### config.mk
export PLATFORM = sky130hd
export DESIGN_NAME = pipe_stage_hs
export DESIGN_NICKNAME = d
export VERILOG_FILES = /design/src/rtl/pipe_pkg.sv /design/src/rtl/pipe_skid_buf.sv /design/src/rtl/pipe_stage_hs.sv
export SDC_FILE = /design/constraint.sdc
export NUM_CORES = 1
export LEC_CHECK = 0
export ABC_AREA = 1
export CORE_MARGIN = 3
export CORE_UTILIZATION = 53
export CTS_CLUSTER_SIZE = 25
export DETAILED_ROUTE_END_ITERATION = 6
export PLACE_DENSITY = 0.85
export SYNTH_ARGS = -nofsm -noshare
export SYNTH_HDL_FRONTEND = slang
export SYNTH_SLANG_ARGS = --single-unit
export TNS_END_PERCENT = 20
### constraint.sdc
create_clock -name clk -period 4.5 [get_ports clk]
set_clock_uncertainty 0.2 [all_clocks]
set_input_delay 0.675 -clock clk [delete_from_list [all_inputs] [get_ports clk]]
set_output_delay 0.675 -clock clk [all_outputs]
set_load 0.05 [all_outputs]
### src/rtl/pipe_pkg.sv
// pipe_pkg: shared types and default widths for the inter-stage pipeline
// registers of the pipelined ARM core.
//   ctrl_t       - decoded control bits carried down the pipe (bubble-safe)
//   id_ex_data_t - ID/EX payload: register tags, two operands, extended imm
//   CTRL_W, DATA_W, STALL_CW - default widths for pipe_stage_hs
package pipe_pkg;

    typedef struct packed {
        logic       pc_src;
        logic       reg_write;
        logic       mem_to_reg;
        logic       mem_write;
        logic       alu_src;
        logic [1:0] flag_write;
        logic [2:0] alu_control;  // ALU op, compact encoding
        logic [3:0] cond;
    } ctrl_t;

    typedef struct packed {
        logic [3:0]  rd;
        logic [3:0]  ra1;
        logic [3:0]  ra2;
        logic [3:0]  ra3;
        logic [31:0] src_a;
        logic [31:0] src_b;
        logic [31:0] ext_imm;
    } id_ex_data_t;

    localparam int CTRL_W   = $bits(ctrl_t);        // 14
    localparam int DATA_W   = $bits(id_ex_data_t);  // 112
    localparam int STALL_CW = 16;

endpackage

### src/rtl/pipe_skid_buf.sv
// pipe_skid_buf: two-entry skid storage for pipe_stage_hs.
//   MAIN drives the stage outputs; SKB catches one beat accepted while MAIN
//   is stalled, so in_ready depends only on flop state.
// Ports:
//   clk, reset          clock, synchronous active-high reset
//   flush               drop MAIN, SKB and the beat offered this cycle
//   in_valid/in_ctrl/in_data, in_ready   upstream side
//   out_ready           downstream accepts MAIN this cycle
//   main_valid/main_ctrl/main_data       MAIN entry contents
module pipe_skid_buf #(
    parameter int CTRL_W = 14,
    parameter int DATA_W = 112
) (
    input  logic              clk,
    input  logic              reset,
    input  logic              flush,
    input  logic              in_valid,
    input  logic [CTRL_W-1:0] in_ctrl,
    input  logic [DATA_W-1:0] in_data,
    output logic              in_ready,
    input  logic              out_ready,
    output logic              main_valid,
    output logic [CTRL_W-1:0] main_ctrl,
    output logic [DATA_W-1:0] main_data
);

    logic              skb_valid;
    logic [CTRL_W-1:0] skb_ctrl;
    logic [DATA_W-1:0] skb_data;
    logic              accept;
    logic              drain;

    // Ready is purely a flop: no combinational path from out_ready.
    assign in_ready = !skb_valid;
    assign accept   = in_valid && in_ready && !flush;
    assign drain    = main_valid && out_ready;

    always_ff @(posedge clk) begin
        if (reset) begin
            main_valid <= 1'b0;
            main_ctrl  <= '0;
            main_data  <= '0;
            skb_valid  <= 1'b0;
            skb_ctrl   <= '0;
            skb_data   <= '0;
        end else if (flush) begin
            // Data flops hold; only validity and control are killed.
            main_valid <= 1'b0;
            main_ctrl  <= '0;
            skb_valid  <= 1'b0;
            skb_ctrl   <= '0;
        end else if (drain && skb_valid) begin
            // in_ready is low here, so no new beat competes for MAIN.
            main_valid <= 1'b1;
            main_ctrl  <= skb_ctrl;
            main_data  <= skb_data;
            skb_valid  <= 1'b0;
            skb_ctrl   <= '0;
        end else if (!main_valid || drain) begin
            main_valid <= accept;
            if (accept) begin
                main_ctrl <= in_ctrl;
                main_data <= in_data;
            end
        end else if (accept) begin
            // MAIN stalled with a beat: park the new one behind it.
            skb_valid <= 1'b1;
            skb_ctrl  <= in_ctrl;
            skb_data  <= in_data;
        end
    end

endmodule

### src/rtl/pipe_stage_hs.sv
// pipe_stage_hs: parametrised inter-stage pipeline register with valid/ready
// handshake, flush, optional 2-entry skid and a saturating stall counter.
// Ports:
//   clk, reset                       clock, synchronous active-high reset
//   flush                            kill held beats and the offered beat
//   in_valid, in_ready, in_ctrl, in_data      upstream handshake + beat
//   out_valid, out_ready, out_ctrl, out_data  downstream handshake + beat
//   stall_cnt                        cycles with out_valid && !out_ready
// out_ctrl is forced to zero whenever no beat is held, so a bubble can never
// leak write enables downstream.
module pipe_stage_hs #(
    parameter int CTRL_W   = pipe_pkg::CTRL_W,
    parameter int DATA_W   = pipe_pkg::DATA_W,
    parameter bit SKID     = 1'b1,
    parameter int STALL_CW = pipe_pkg::STALL_CW
) (
    input  logic                clk,
    input  logic                reset,
    input  logic                flush,
    input  logic                in_valid,
    output logic                in_ready,
    input  logic [CTRL_W-1:0]   in_ctrl,
    input  logic [DATA_W-1:0]   in_data,
    output logic                out_valid,
    input  logic                out_ready,
    output logic [CTRL_W-1:0]   out_ctrl,
    output logic [DATA_W-1:0]   out_data,
    output logic [STALL_CW-1:0] stall_cnt
);
    import pipe_pkg::*;

    localparam logic [STALL_CW-1:0] STALL_MAX = '1;

    logic              main_valid;
    logic [CTRL_W-1:0] main_ctrl;
    logic [DATA_W-1:0] main_data;

    generate
        if (SKID) begin : g_skid
            pipe_skid_buf #(
                .CTRL_W (CTRL_W),
                .DATA_W (DATA_W)
            ) u_skid (
                .clk        (clk),
                .reset      (reset),
                .flush      (flush),
                .in_valid   (in_valid),
                .in_ctrl    (in_ctrl),
                .in_data    (in_data),
                .in_ready   (in_ready),
                .out_ready  (out_ready),
                .main_valid (main_valid),
                .main_ctrl  (main_ctrl),
                .main_data  (main_data)
            );
        end else begin : g_single
            // Single entry: can refill in the same cycle it drains.
            assign in_ready = !main_valid || out_ready;

            always_ff @(posedge clk) begin
                if (reset) begin
                    main_valid <= 1'b0;
                    main_ctrl  <= '0;
                    main_data  <= '0;
                end else if (flush) begin
                    main_valid <= 1'b0;
                    main_ctrl  <= '0;
                end else if (in_valid && in_ready) begin
                    main_valid <= 1'b1;
                    main_ctrl  <= in_ctrl;
                    main_data  <= in_data;
                end else if (out_ready) begin
                    main_valid <= 1'b0;
                end
            end
        end
    endgenerate

    assign out_valid = main_valid;
    assign out_ctrl  = main_valid ? main_ctrl : '0;
    assign out_data  = main_data;

    // Performance-debug counter; a flush cycle is not counted as a stall.
    always_ff @(posedge clk) begin
        if (reset) begin
            stall_cnt <= '0;
        end else if (out_valid && !out_ready && !flush && stall_cnt != STALL_MAX) begin
            stall_cnt <= stall_cnt + 1'b1;
        end
    end

endmodule

==> results_dict.tcl, run 1 <==
set metrics [dict create \
    critPathMaxStageDelay_ns 0.81 \
    wl_per_cell_um 14.5 \
    grt_pass1_vias 10300 \
    place_hpwl_um 19100 \
    setup_viol 0 \
    first_iter_violations 742 \
    synth_nets 1712 \
    die_area_sq_um 23000 \
    hp-start "g_skid.u_skid.skb_data[94]$_SDFFE_PP0P_" \
    nFillCells 1605 \
    grt_pass1_wl_um 48900 \
    finalNonFillerCells 2077 \
    io_pins 275 \
    status "complete, no violations" \
    timing.final.max_slew_violations 0 \
    grt_overflow 0 \
    reg2reg_depth 6 \
    antenna_found_initial 1 \
    cts-root-buf "clkbuf_16" \
    timing.critical_path.buf_inv 2 \
    hold_viol 0 \
    worst_slack_ns 1.34 \
    via_count 10900 \
    hold_path.class "flop to flop" \
    synthToLayoutAreaGrowth_pct 32.9 \
    core-area_sq_um 20500 \
    cts.clk_slew.worst_paths_ns 0.07 \
    synth_seq_cells 270 \
    leakage_nw 6.03 \
    path_max_fanout 18 \
    fmax_mhz 317 \
    min_period_ns 3.16 \
    arrival_ns 2.28 \
    ctsLongestPathBuffers 3 \
    powerDensity_nw_per_um2 379 \
    worstReg2RegEnd "g_skid.u_skid.skb_data[103]$_SDFFE_PP0P_" \
    crit_path_cell_trace "nand2_1, inv_1, clkdlybuf4s50_1" \
    worst-endpoint-required_ns 3.62 \
    max_cap_violations 0 \
    endpoint_kind "primary output" \
    cts_resized 0 \
    clock_latency_ns 0.52 \
    clock_sinks 270 \
    grt_max_degree 130 \
    dp.cells 2028 \
    cts_buffers 27 \
    wl_um 30200 \
    die_x_um 152 \
    drive_gt1_frac 0.0410 \
    ff_latch_area_sq_um 5410 \
    ys_types 25 \
    syn_area_sq_um 11200 \
    htreeDepth 1 \
    r2r_slack_ns 1.65 \
    rsz0062_at_grt "no" \
    finalCritPeriodShare 0.701 \
    crit_family "buffers and inverters" \
    port_buffers 274 \
    ys_seq_area_frac 0.481 \
    cts_tree "built" \
    fp-row-count 52 \
    first_pass_iters 5 \
    globalRouteTotalUtil 0.254 \
    drc 0 \
    whs_path_depth 2 \
    gp_congestion 0.910 \
    ant_nets 0 \
    final_core_util 0.728 \
    min_to "g_skid.u_skid.skb_data[94]$_SDFFE_PP0P_" \
    place_area_sq_um 13900 \
    worst_pin_slew_ns 1.12 \
    post-place-ws_ns 1.37 \
    die_h_um 152 \
    r2r-start "g_skid.u_skid.main_valid$_SDFFE_PP0N_" \
    path_class "flop to primary output" \
    power_mw 5.66 \
    slew_headroom 0.253 \
    via_per_inst 5.23 \
    yosysWarningCount 0 \
    multi_input_area_sq_um 4660 \
    start_util 0.548 \
    hold_ws_ns 0.247 \
    ir_drop_v 0.000286 \
    fin_setup_tns_ns 0 \
    cts_setup_buffers 0 \
    critPathSlowestCell "clkdlybuf4s50_1" \
    fin_area_sq_um 14900 \
    syn_area_per_cell_sq_um 7.11 \
    nets 1919 \
    critPathLaunchType "flop" \
    syn_inst 1580 \
    ctsHoldBuffers 0 \
]
worst max-delay path by stage:
stage	cells past startpoint	startpoint	slack, ns	end
final	3	g_skid.u_skid.main_valid$_SDFFE_PP0N_	1.34	out_ctrl[7]
after global routing	3	g_skid.u_skid.main_valid$_SDFFE_PP0N_	1.21	out_ctrl[8]
after CTS	3	g_skid.u_skid.main_valid$_SDFFE_PP0N_	1.33	out_ctrl[9]
after detailed placement	6	out_ready	1.37	g_skid.u_skid.skb_data[43]$_SDFFE_PP0P_
after global placement	10	flush	1.40	g_skid.u_skid.main_data[36]$_SDFFE_PP0P_
after floorplan	4	g_skid.u_skid.main_valid$_SDFFE_PP0N_	2.12	out_ctrl[10]
routing by layer:
metal | track usage | wire, um | vias to the layer above | part of all wire
met4 | 0.0741 | 775 | 0 | 0.026
met3 | 0.0553 | 2570 | 51 | 0.085
met2 | 0.418 | 14200 | 372 | 0.47
met1 | 0.336 | 12600 | 4970 | 0.42
li1 | - | - | 5477 | -
met5 | 0 | 0 | - | 0
synth_stat cells:
| master | count | area share |
|---|---|---|
| a21oi_1 | 124 | 0.055 |
| nand3_1 | 16 | 0.0071 |
| a211oi_1 | 14 | 0.0094 |
| clkbuf_1 | 57 | 0.019 |
| nor2_1 | 308 | 0.10 |
| o21ai_0 | 366 | 0.16 |
| dfxtp_1 | 270 | 0.48 |
| nand3b_1 | 1 | 0.00067 |
| buf_6 | 11 | 0.011 |
| inv_2 | 2 | 0.00067 |
| nor2_2 | 4 | 0.0022 |
| nand2_4 | 1 | 0.0010 |
| and2_1 | 1 | 0.00056 |
| nor3b_1 | 1 | 0.00067 |
| buf_4 | 5 | 0.0033 |
| nand3_2 | 2 | 0.0018 |
| inv_1 | 160 | 0.053 |
| nand4_1 | 2 | 0.0011 |
| nor2_4 | 1 | 0.0010 |
| xor2_1 | 1 | 0.00078 |
| nor3_1 | 2 | 0.00089 |
| nand2_1 | 189 | 0.063 |
| nand2_2 | 2 | 0.0011 |
| buf_2 | 39 | 0.017 |
| ha_1 | 1 | 0.0011 |
placed cells by master (no fill, tap or decap), drive strengths merged:
cell type	n
clkdlybuf4s50	274
nand3	18
ha	1
nor3	2
buf	16
and2	1
dfxtp	270
diode	1
nor2	313
a211oi	14
inv	163
nand4	2
bufinv	7
clkbuf	35
nand2	192
nand3b	1
o21ai	366
nor3b	1
clkinvlp	1
a21oi	124
clkinv	4
xor2	1
area by class of cell:
cell class	instances	share of cell area
timing repair buffer	290	0.194
clock buffer	35	0.0506
multi-input combinational	1036	0.312
clock inverter	13	0.0165
tap	270	0.0226
inverter	162	0.0411
antenna	1	0.000168
sequential	270	0.362
power breakdown:
part	leakage [nW]	total [mW]	switching [mW]	internal, mW
sequential	2.19	2.49	0.0374	2.46
combinational	3.35	0.657	0.398	0.259
clock	0.491	2.51	0.930	1.58
flip-flops by register name, summed over array words and instances, names as in the netlist:
register,cells
g_skid.u_skid.main_data,112
g_skid.u_skid.main_ctrl,14
g_skid.u_skid.skb_ctrl,14
g_skid.u_skid.main_valid,1
g_skid.u_skid.skb_valid,1
g_skid.u_skid.skb_data,112
stall_cnt,16
tightest hold or removal path, stage by stage, from the launching register on:
cell and delay, ns:
dfxtp_1 0.30, inv_1 0.05, a21oi_1 0.05
logic make-up (layout without fill, tap and decap cells):
| family | count (synthesis) | in the layout | share of synthesized area |
|---|---|---|---|
| other | 0 | 1 | 0 |
| AND/OR/NAND/NOR | 530 | 530 | 0.184 |
| XOR/XNOR | 1 | 1 | 0.000780 |
| adder cells (fa/ha/maj) | 1 | 1 | 0.00111 |
| buffers and inverters | 274 | 500 | 0.105 |
| AO/OA/AOI/OAI | 504 | 504 | 0.228 |
| flip-flops | 270 | 270 | 0.481 |
Power figures use the tool's default switching activity.
==> run 2, diff against run 1 <==
Settings changed: CORE_UTILIZATION 53 to 45, PLACE_DENSITY 0.85 to 0.77.
Clock period 4.5 ns to 2.9 ns, I/O delays scaled along.
==> run 2 against run 1 <==
Compared with the run above: utilization is 11 points lower; critical path depth unchanged; sequential share of layout area decreased by 0.35 points; first-iteration DRC count is 20% higher; sequential power up 55%; final cell count is 2.9% higher; register-to-register slack worse by 0.90 ns; design area up 0.99%; via count down 0.58%; total power up 50%; die area up 17%.
==> results_dict.tcl, run 2 (synthesis gave the netlist of run 1 again) <==
set metrics [dict create \
    synthToLayoutAreaGrowth_pct 34.2 \
    hold_viol 0 \
    via_per_inst 5.06 \
    ctsLongestPathBuffers 3 \
    timing.final.max_slew_violations 0 \
    critPathSlowestCell "clkdlybuf4s50_1" \
    globalRouteTotalUtil 0.214 \
    finalCritPeriodShare 0.921 \
    die_h_um 164 \
    min_period_ns 2.67 \
    grt_max_degree 130 \
    first_pass_iters 7 \
    cts_buffers 29 \
    dp.cells 2085 \
    grt_pass1_wl_um 48500 \
    worstReg2RegEnd "g_skid.u_skid.main_data[98]$_SDFFE_PP0P_" \
    ir_drop_v 0.000372 \
    post-place-ws_ns 0.193 \
    drive_gt1_frac 0.0441 \
    path_max_fanout 18 \
    status "complete, no violations" \
    crit_family "buffers and inverters" \
    gp_congestion 0.867 \
    cts_setup_buffers 0 \
    critPathLaunchType "flop" \
    r2r_slack_ns 0.75 \
    via_count 10800 \
    path_class "flop to primary output" \
    ant_nets 0 \
    worst_slack_ns 0.229 \
    cts_tree "built" \
    largestRegisters "g_skid.u_skid.main_data x112, g_skid.u_skid.skb_data x112, stall_cnt x16" \
    critPathMaxStageDelay_ns 0.81 \
    diodes 0 \
    endpoint_kind "primary output" \
    die_x_um 164 \
    leakage_nw 6.09 \
    crit_path_cell_trace "nand2_1, inv_1, clkdlybuf4s50_1" \
    place_hpwl_um 19700 \
    arrival_ns 2.04 \
    setup_viol 0 \
    power_mw 8.48 \
    cts.clk_slew.worst_paths_ns 0.06 \
    core-area_sq_um 24400 \
    die_area_sq_um 26900 \
    wl_um 30200 \
    hold_path.class "flop to flop" \
    nFillCells 2153 \
    clock_latency_ns 0.53 \
    drc 0 \
    start_util 0.461 \
    fmax_mhz 374 \
    hold_ws_ns 0.241 \
    first_iter_violations 890 \
    htreeDepth 1 \
    slew_headroom 0.612 \
    worst-endpoint-required_ns 2.27 \
    fp-row-count 57 \
    antenna_found_initial 0 \
    powerDensity_nw_per_um2 563 \
    wl_per_cell_um 14.1 \
    fin_setup_tns_ns 0 \
    rsz0062_at_grt "no" \
    ctsHoldBuffers 0 \
    grt_pass1_vias 10000 \
    min_to "g_skid.u_skid.skb_data[47]$_SDFFE_PP0P_" \
    clock_sinks 270 \
    cts-root-buf "clkbuf_16" \
    reg2reg_depth 7 \
    nets 1924 \
    timing.critical_path.buf_inv 2 \
    final_common_cell "o21ai_0" \
    port_buffers 274 \
    finalNonFillerCells 2137 \
    r2r-start "g_skid.u_skid.main_valid$_SDFFE_PP0N_" \
    hp-start "g_skid.u_skid.skb_data[47]$_SDFFE_PP0P_" \
    worst_pin_slew_ns 0.580 \
    whs_path_depth 2 \
    final_cell_mix "366 x o21ai_0, 308 x nor2_1, 274 x clkdlybuf4s50_1" \
    cts_resized 1 \
    max_cap_violations 0 \
    io_pins 275 \
    grt_overflow 0 \
]
==> run 2: worst max path at each step <==
stage / startpoint / to / slack, ns / depth (start not counted)
floorplan: g_skid.u_skid.main_valid$_SDFFE_PP0N_ / out_ctrl[10] / 0.76 / 4
global placement: flush / g_skid.u_skid.main_data[35]$_SDFFE_PP0P_ / 0.29 / 9
detailed placement: flush / g_skid.u_skid.main_data[98]$_SDFFE_PP0P_ / 0.19 / 9
CTS: g_skid.u_skid.main_valid$_SDFFE_PP0N_ / out_ctrl[7] / 0.21 / 3
global route: g_skid.u_skid.main_valid$_SDFFE_PP0N_ / out_ctrl[7] / 0.13 / 3
finish: g_skid.u_skid.main_valid$_SDFFE_PP0N_ / out_ctrl[7] / 0.23 / 3
==> run 2: through the flow <==
step | utilization | cell area (sq um)
after floorplan | - | 11200
after global placement | 0.580 | 14100
after detailed placement | 0.580 | 14100
after CTS | 0.618 | 15100
after global routing | 0.618 | 15100
final | 0.618 | 15100
==> run 2: final cells by class <==
class	count	area, sq um	share of cell area
flip-flops and latches	270	5410	0.359
multi-input cells	1036	4660	0.309
repair buffers	293	3050	0.202
clock buffers	42	855	0.0567
inverters	162	616	0.0408
well taps	324	405	0.0269
clock inverters	10	78.8	0.00523
==> run 2: worst register-to-register path, delay by kind of cell, from the launching register on <==
kind | cells | cell delay, ns
AO/OA/AOI/OAI | 1 | 0.22
buffers and inverters | 1 | 0.43
flip-flops | 1 | 0.53
AND/OR/NAND/NOR | 5 | 0.71
==> run 2: metal layers <==
metal  wire [um]  GRT usage  part of all wire
met2       14100      0.353              0.47
met1       13100      0.286              0.43
met3        2220     0.0444             0.074
met4         722     0.0615             0.024
met5           0          0                 0
==> run 2: report_power, final <==
part / internal (mW) / switching [mW]
logic: 0.412 / 0.619
registers: 3.81 / 0.0579
clock network: 2.12 / 1.46
